`config.mk`:
```
export PLATFORM = sky130hd
export DESIGN_NAME = regfile
export DESIGN_NICKNAME = d
export VERILOG_FILES = /design/src/rtl/regfile_pkg.sv /design/src/rtl/regfile_cell.sv /design/src/rtl/regfile.sv
export SDC_FILE = /design/constraint.sdc
export NUM_CORES = 1
export LEC_CHECK = 0
export CELL_PAD_IN_SITES_DETAIL_PLACEMENT = 0
export CELL_PAD_IN_SITES_GLOBAL_PLACEMENT = 2
export CORE_ASPECT_RATIO = 1.5
export CORE_MARGIN = 2
export CORE_UTILIZATION = 48
export DETAILED_ROUTE_END_ITERATION = 16
export DONT_BUFFER_PORTS = 1
export GPL_TIMING_DRIVEN = 0
export HOLD_SLACK_MARGIN = 0.02
export PLACE_DENSITY_LB_ADDON = 0.15
export REMOVE_ABC_BUFFERS = 1
export SETUP_SLACK_MARGIN = 0.2
export SYNTH_ARGS = -nofsm -noshare
export SYNTH_HDL_FRONTEND = slang
export SYNTH_SLANG_ARGS = --single-unit
```
`constraint.sdc`:
```
create_clock -name clk -period 1.4 [get_ports clk]
set_clock_uncertainty 0.1 [all_clocks]
set_input_delay 0.07 -clock clk [delete_from_list [all_inputs] [get_ports clk]]
set_output_delay 0.07 -clock clk [all_outputs]
set_load 0.02 [all_outputs]
```
`src/rtl/regfile_pkg.sv`:
```
// Shared definitions for the eight-entry register file: default widths
// and the register address type used by decode and by users of the block.
package regfile_pkg;

  localparam int DEFAULT_DATA_W = 16;
  localparam int DEFAULT_ADDR_W = 3;
  localparam int DEFAULT_NREGS  = 1 << DEFAULT_ADDR_W;

  typedef logic [DEFAULT_ADDR_W-1:0] reg_addr_t;
  typedef logic [DEFAULT_DATA_W-1:0] reg_data_t;

endpackage

```
`src/rtl/regfile_cell.sv`:
```
// One register of the file: a DATA_W flop with asynchronous active-low
// clear and a load enable driven by the top-level write decoder.
module regfile_cell
  import regfile_pkg::*;
#(
  parameter int DATA_W = DEFAULT_DATA_W
) (
  input  logic              clk,
  input  logic              rst_n,
  input  logic              load,
  input  logic [DATA_W-1:0] d,
  output logic [DATA_W-1:0] q
);

  always_ff @(posedge clk or negedge rst_n) begin
    if (!rst_n) begin
      q <= '0;
    end else if (load) begin
      q <= d;
    end
  end

endmodule

```
`src/rtl/regfile.sv`:
```
// Eight-entry 16-bit register file: one synchronous write port and two
// combinational read ports. No write-through bypass; register 0 is writable.
module regfile
  import regfile_pkg::*;
#(
  parameter int DATA_W = DEFAULT_DATA_W,
  parameter int ADDR_W = DEFAULT_ADDR_W
) (
  input  logic              clk,
  input  logic              rst_n,
  input  logic              WEn,
  input  logic [ADDR_W-1:0] WR_addr,
  input  logic [DATA_W-1:0] WR_data,
  input  logic [ADDR_W-1:0] RA_addr,
  input  logic [ADDR_W-1:0] RB_addr,
  output logic [DATA_W-1:0] RA_data,
  output logic [DATA_W-1:0] RB_data
);

  localparam int NREGS = 1 << ADDR_W;

  logic [NREGS-1:0]  write_sel;
  logic [DATA_W-1:0] cell_q [NREGS];

  // One-hot write decode; all zero when WEn is low so no cell loads.
  always_comb begin
    write_sel = '0;
    if (WEn) begin
      write_sel[WR_addr] = 1'b1;
    end
  end

  for (genvar i = 0; i < NREGS; i++) begin : g_cell
    regfile_cell #(
      .DATA_W (DATA_W)
    ) u_cell (
      .clk   (clk),
      .rst_n (rst_n),
      .load  (write_sel[i]),
      .d     (WR_data),
      .q     (cell_q[i])
    );
  end

  // Read muxes see only the flop outputs, so a same-cycle write shows after the edge.
  assign RA_data = cell_q[RA_addr];
  assign RB_data = cell_q[RB_addr];

endmodule

```
Yosys cells after proc, flatten, opt, wreduce, memory -nomap -nowiden
Cells that the tools add are included.
{ "op_classes": {"addsub": 0, "n_mul": 0, "div": 0, "n_lt_le_gt_ge": 4, "eq_ne": 0, "n_shift": 0, "mux": 9, "bitwise_logic": 2, "n_reduce_logical": 1} }
{ "op_table": {"columns": ["cell", "count"], "rows": [
  ["16-bit binary-select mux with 3-bit select", 2],
  ["16-bit 2-to-1 mux", 4],
  ["4-bit >= comparator (second input constant)", 2],
  ["8-bit 2-to-1 mux", 1],
  ["3-bit inverter with 4-bit output", 2],
  ["3-bit by 4-bit less-than comparator with 1-bit output (second input constant)", 1],
  ["1-bit demux with 3-bit select", 1],
  ["3-bit by 1-bit >= comparator with 1-bit output (second input constant)", 1],
  ["1-bit logical AND", 1],
  ["1-bit 2-to-1 mux", 1]
]} }
{ "totals": {"regBits": 128, "latchBits": 0, "ram_bits": 0, "romBits": 0, "in_bits": 28, "output_inout_bits": 32, "n_memories": 0} }

Longest topological paths before layout
Gate-level depths: netlist of the first run.
{ "depth": {"depth_word": 5, "mapped_depth": 5, "ltp_nobuf": 2} }

By module
A second synthesis of the first run with hierarchy kept.
{ "unflattened": {"cells_unflattened": 399, "hier_area_um2": 7395.8} }
{ "modules_own_cells": {"columns": ["mod", "instances", "cells_per_inst", "area_each_um2", "seq_area_each_um2"], "rows": [
  ["regfile_cell", 8, 34, 649.4, 400.4],
  ["regfile", 1, 127, 2200.9, 0.0]
]} }

Worst setup path before layout of the first run
No wires, ideal clock.
{ "synth_timing": {"path_type": "input to register", "start": "input WR_addr[1]", "end": "register g_cell[0].u_cell.q[10]", "t_arrival_ns": 1.173, "required_time_ns": 1.175, "path_slack_ns": 0.002, "stages": 4, "n_path_buf": 2, "path_cell_list": "buf_4 -> nor4b_4 -> buf_6 -> mux2_2"} }
{ "synth_between": {"elab_chain_cells": 5} }
{ "synth_rtl": {"columns": ["element", "line_no", "source"], "rows": [
  ["start: declaration", "regfile.sv:12", "input logic [ADDR_W-1:0] WR_addr,"],
  ["3-bit by 4-bit less-than comparator with 1-bit output (implied by the code) or 3-bit by 1-bit >= comparator with 1-bit output (tied branches)", "regfile.sv:29", "write_sel[WR_addr] = 1'b1;"],
  ["1-bit logical AND (implied by the code)", "regfile.sv:29", null],
  ["1-bit 2-to-1 mux (implied by the code)", "regfile.sv:29", null],
  ["1-bit demux with 3-bit select *", "regfile.sv:29", null],
  ["8-bit 2-to-1 mux *", "regfile.sv:28", "if (WEn) begin"],
  ["end signal: assignment", "regfile_cell.sv:17", "q <= '0;"],
  ["end signal: assignment", "regfile_cell.sv:19", "q <= d;"],
  ["end: declaration", "regfile_cell.sv:12", "output logic [DATA_W-1:0] q"]
]} }
Every way passes the cells marked *; elsewhere a longest branch is shown, timed or not.
A chain may end at the register's enable or synchronous reset.

Worst setup path in the final report of the first run
{ "layout_timing": {"start": "register g_cell[4].u_cell.q[6]", "end": "output RB_data[6]"} }
{ "layout_between": {"elab_chain_cells": 3} }
{ "layout_rtl": {"columns": ["element", "line_no", "source"], "rows": [
  ["start: declaration", "regfile_cell.sv:12", null],
  ["start signal: assignment", "regfile_cell.sv:17", null],
  ["start signal: assignment", "regfile_cell.sv:19", null],
  ["16-bit binary-select mux with 3-bit select", "regfile.sv:47", "assign RB_data = cell_q[RB_addr];"],
  ["16-bit 2-to-1 mux (implied by the code) (2 in a row)", "regfile.sv:47", null],
  ["end: declaration", "regfile.sv:17", "output logic [DATA_W-1:0] RB_data"]
]} }
No other way between the ends. The select of a mux whose other input is x is not followed.

==> results of run 1 <==
==> per-stage QoR <==
step / util, % / hold slack, ns
finish: 54.7 / -0.750
global route: 54.7 / -0.773
CTS: 54.6 / -0.769
detailed placement: 49.3 / -0.321
global placement: 48.7 / -0.323
floorplan: - / -0.326
==> where the power goes <==
part | total (W) | switching (W) | internal, W
clock network | 0.00472 | 0.00160 | 0.00312
logic | 0.00277 | 0.000961 | 0.00180
registers | 0.00512 | 0.000597 | 0.00453
==> cell type report <==
cell class | count | area [um2] | share of cell area, %
clock buffer | 23 | 478 | 6.08
clock inverter | 9 | 155 | 1.97
multi-input combinational | 232 | 3530 | 44.8
sequential | 128 | 3200 | 40.7
tap | 196 | 245 | 3.12
timing repair buffer | 26 | 258 | 3.28
==> worst max-delay path, delay by kind of cell, from the launching register on <==
| kind | cells | cell delay, ns |
|---|---|---|
| multiplexers | 2 | 0.80 |
| flip-flops | 1 | 0.40 |
==> final timing paths <==
path                                   startpoint                     end  slack (ns)
min reg2reg                 g_cell[7].u_cell.q[4]   g_cell[7].u_cell.q[4]        0.42
min in group clk                       WR_addr[2]  g_cell[2].u_cell.q[14]       -0.03
min                                         rst_n   g_cell[6].u_cell.q[1]       -0.75
max in group asynchronous                   rst_n   g_cell[0].u_cell.q[7]        1.71
max                         g_cell[4].u_cell.q[6]              RB_data[6]       -0.39
max reg2reg                g_cell[4].u_cell.q[13]  g_cell[4].u_cell.q[13]        0.40
==> cells in the final DEF (no fill, tap or decap), types with 3 or more instances in the layout <==
cell and instances:
clkbuf_8 3, mux2_4 32, clkbuf_1 3, buf_4 6, mux2_2 128, mux4_2 63, clkbuf_16 17, dlygate4sd3_1 16
dfrtp_1 128, bufinv_16 4
==> what timing repair did <==
item / 4_1_cts / 5_1_grt
buffers inserted: 4 / 2
gates cloned: 0 / 0
setup endpoints to repair: 52 / 57
pin swaps: 2 / 1
hold endpoints to repair: 256 / 164
resized for setup: 86 / 3
==> logic make-up (layout without fill, tap and decap cells) <==
logic type	after synthesis	after routing	share of synthesized area, %
and+or+nand+nor	8	8	1.63
DFF	128	128	45.7
muxes	224	224	49.3
buffers and inverters	33	58	3.34
==> routing by layer <==
layer  part of all wire (%)  GRT usage (%)
met5                      0              0
met2                     51           34.9
met4                    1.2           6.92
met3                    4.2           4.92
met1                     43           30.1
==> metrics.txt, run 1 <==
status=finished, violations left; failing checks=negative hold slack, negative setup slack; first-pass GRT wire length=~25000 um; fin crit share=128%; synth cell count leaders=160 x mux2_2, 128 x dfrtp_1, 56 x mux4_1; DR iter-0 viols=between 150 and 200; min Tclk post-route=1.79 ns; non-filler cells, final=614; dpl ws=-0.259 ns; TritonCTS clock tree=built; drc violations=0; RD Place Congestion=roughly 0.68; Avg Inst Size Synth=17.8 um2; Synth cell types=14; Placement Rows=54; Worst setup EP type=output pin; critical path cell sequence=mux4_2 > mux2_4; Total Power=roughly 0.013 W; Post-synth EDFFs=0; Crit path required time=around 1.2 ns; via count=3771; Worst IR Drop VDD=just under 0.8 mV; asr flop ratio synth=100%; Port-buffer cells=0; Initial Utilization=about half; Die Ht=152 um; Placed Cells=560; Tightest Hold Check Type=input pin to async pin; nets@finish=433; P_leak=about 3.3 nW; post-synth top area share=between 40% and 50%; endpoints failing setup=32; RSZ-0062 raised after global routing=true; ratio of cells with drive above 1 in the final layout=64.6%; Total Routing Usage GR=a little over a fifth; Slew @ Worst Pin=0.881 ns; drt wl/cell=between 20 and 30 um; max-slew violation count=0; initial antenna violation count=0; Critical Path Slowest Stage Cell=mux4_2; clock sinks=between 100 and 150; setup TNS=-11.68 ns; cell area after layout=between 7000 and 8000 um2; clock-pin slew on the worst setup and hold paths=about 0.06 ns; core area=14400 um2; CTS Hold Bufs=16; register area share after synthesis=a little under half; final wirelength=15900 um; TritonCTS Buffers=17; Slew HR=approximately two fifths; Syn-to-layout area delta=12.3%; PwrDens=about 1600 nW/um2; Reg2Reg Depth=2; max reg flops=128; die width=103 um; Hold Vio Cnt, Final=around 150; Most used DFF post-synth=dfrtp_1; full die area=roughly 16000 um2; Vias/cell=~6.1; fillers=around 1200; pin count of the biggest net entering global routing=between 100 and 150; Worst setup SP type=flip-flop; top cells by area, synth=dfrtp_1 46%, mux2_2 26%, mux4_1 21%, mux4_2 2.6%, buf_6 1.8%; synthesized flop and latch total=128; count leader, synth=mux2_2; Max Fanout on Critical Path=3; cell accounting for the most synthesized area=dfrtp_1; antenna violation net count after detailed routing=0; Cell Area, Placed=slightly above 7000 um2; Crit path arrival time=approximately 1.6 ns; Post-Syn Instances=a little under 400; biggest regs=g_cell.u_cell.q x128; Pre-Repair DR Iteration Count=4; fmax=~0.56 GHz; post-route setup slack=-0.389 ns; Synth Warn #=0; clock tree buffer depth=2; hold_ws=-0.750 ns; Critical Path Max Stage Delay=0.48 ns; total gr overflow=0; Clk Latency, worst-skew pair=0.41 ns; Inserted Diodes=0; vias in the first global route=4169; CP Class=flip-flop to output pin; Top Ports=60; clk root buf=clkbuf_16; dpl hpwl=8680 um; Max-Cap Viols=0; H-tree levels=4; largest reg by FF count=g_cell.u_cell.q; Cell Area, Synth=about 7000 um2
No activity file was read; power rests on OpenSTA's default activity.
==> run 2, diff against run 1 <==
- GPL_TIMING_DRIVEN: 0 -> default
==> metrics.txt, run 2 (same netlist as run 1, synthesis figures left out) <==
max reg flops=128 (unchanged); first-pass GRT wire length=25000 um (+0.67%); full die area=15600 um2 (unchanged); dpl hpwl=8650 um (-0.45%); fmax=0.562 GHz (+0.49%); pin count of the biggest net entering global routing=129 (unchanged); Worst IR Drop VDD=0.849 mV (+9.2%); Slew HR=67.3% (+26 points); max-slew violation count=0 (unchanged); worst r2r dst=g_cell[3].u_cell.q[0]; total gr overflow=0 (unchanged); Slew @ Worst Pin=0.489 ns (-0.391 ns); antenna violation net count after detailed routing=0 (unchanged); RSZ-0062 raised after global routing=true; Max-Cap Viols=0 (unchanged); P_leak=3.35 nW (+2.8%); Max Fanout on Critical Path=3 (unchanged); Crit path required time=1.23 ns (about the same); nets@finish=442 (+2.1%); post-route setup slack=-0.380 ns (+0.00866 ns); RR Startpoint=g_cell[3].u_cell.q[0]; Die Ht=152 um (unchanged); Crit path arrival time=1.61 ns (about the same); final wirelength=16200 um (+2.1%); drt wl/cell=26.0 um (+0.61%); most frequent cells in the layout=128 x mux2_2, 128 x dfrtp_1, 64 x mux4_2, 32 x mux2_4, 19 x clkbuf_16; Worst setup EP type=output pin; Top Ports=60 (unchanged); biggest regs=g_cell.u_cell.q x128; PwrDens=1610 nW/um2 (+0.57%); Total Routing Usage GR=21.9% (-0.051 points); via count=3859 (+2.3%); Pre-Repair DR Iteration Count=4 (unchanged); TritonCTS clock tree=built; DR iter-0 viols=138 (-20%); Placed Cells=564 (+0.71%); endpoints failing setup=32 (unchanged); Hold Vio Cnt, Final=128 (-16%); TritonCTS Buffers=17 (unchanged); Reg2Reg Depth=2 (unchanged); failing checks=negative hold slack, negative setup slack; vias in the first global route=4231 (+1.5%); clock sinks=128 (unchanged); Initial Utilization=48.7% (unchanged); crit path capture=RB_data[0]; core area=14400 um2 (unchanged); RD Place Congestion=0.684 (+0.94%); Critical Path Source=g_cell[4].u_cell.q[0]; drc violations=0 (unchanged); CTS Hold Bufs=20 (+4); Port-buffer cells=0 (unchanged); Syn-to-layout area delta=15.4%; Vias/cell=6.19 (+0.86%); hold_ws=-0.743 ns (+0.00743 ns); fin crit share=127% (-0.62 points); status=finished, violations left; initial antenna violation count=0 (unchanged); CP Class=flip-flop to output pin; Worst setup SP type=flip-flop; flop2flop setup slack=0.39 ns (about the same); Inserted Diodes=0 (unchanged); dpl ws=-0.0270 ns (+0.232 ns); Placement Rows=54 (unchanged); clock tree buffer depth=2 (unchanged); min Tclk post-route=1.78 ns (-0.00866 ns); ratio of cells with drive above 1 in the final layout=65.6% (+0.98 points); Clk Latency, worst-skew pair=0.41 ns (about the same); H-tree levels=4 (unchanged); final core occ=56.2% (+1.5 points); die width=103 um (unchanged); Tightest Hold Check Type=input pin to async pin; non-filler cells, final=623 (+1.5%); largest reg by FF count=g_cell.u_cell.q; clock-pin slew on the worst setup and hold paths=0.06 ns (about the same); clk root buf=clkbuf_16
==> run 2: changes by cell type in the layout (fill, tap and decap cells not counted), sizes merged <==
cell          previous run  this run
buf                     10        13
bufinv                   4         6
clkbuf                  23        24
clkinv                   4         3
clkinvlp                 1         2
dlygate4sd3             16        17
dlymetal6s2s             0         1
inv                      0         1
==> run 2: critical path, stage by stage, from the launching register on <==
cell,delay (ns)
dfrtp_1,0.40
mux4_2,0.48
mux2_4,0.33
==> run 2: worst min-delay path by stage <==
stage / slack [ns] / end / cells after the start
floorplan: -0.33 / g_cell[0].u_cell.q[0] / 0
global placement: -0.32 / g_cell[2].u_cell.q[15] / 0
detailed placement: -0.32 / g_cell[2].u_cell.q[15] / 0
CTS: -0.76 / g_cell[2].u_cell.q[15] / 0
global route: -0.77 / g_cell[2].u_cell.q[15] / 0
finish: -0.74 / g_cell[2].u_cell.q[15] / 0
==> run 2: area by class of cell <==
type                    count  area (um2)
clock buffers              20         457
clock inverters            12         230
fillers                  1179        6310
multi-input cells         232        3510
flip-flops and latches    128        3200
well taps                 196         245
repair buffers             35         440
==> run 2: power breakdown <==
| group | switching, W | internal, W | total [W] |
|---|---|---|---|
| sequential | 0.000597 | 0.00453 | 0.00512 |
| clock | 0.00163 | 0.00345 | 0.00508 |
| combinational | 0.000979 | 0.00184 | 0.00282 |
| total | 0.00321 | 0.00982 | 0.0130 |
==> run 2: routing by layer <==
metal | vias to the layer above | GRT usage, % | wire, um
met5 | - | 0 | 0
met4 | 0 | 5.90 | 129
met3 | 8 | 4.32 | 705
met2 | 86 | 36.0 | 8360
met1 | 2173 | 29.8 | 7000
li1 | 1592 | - | -
==> run 2: timing repair <==
item / CTS / global route
buffers inserted: 2 / 3
cloned: 0 / 2
hold endpoints to repair: 256 / 128
gates resized for setup: 84 / 12
pin swaps: 0 / 2
endpoints found under the setup margin: 32 / 128
==> run 2: per-stage QoR <==
| step | instance area [um2] | power (W) | setup TNS (ns) |
|---|---|---|---|
| 2_1_floorplan | 6770 | 0.00709 | -31.05 |
| 3_3_place_gp | 7210 | 0.00742 | -0.0165 |
| 3_5_place_dp | 7210 | 0.00758 | -0.0959 |
| 4_1_cts | 8030 | 0.0131 | -15.30 |
| 5_1_grt | 8080 | 0.0136 | -13.12 |
| 6_report | 8080 | 0.0130 | -11.53 |
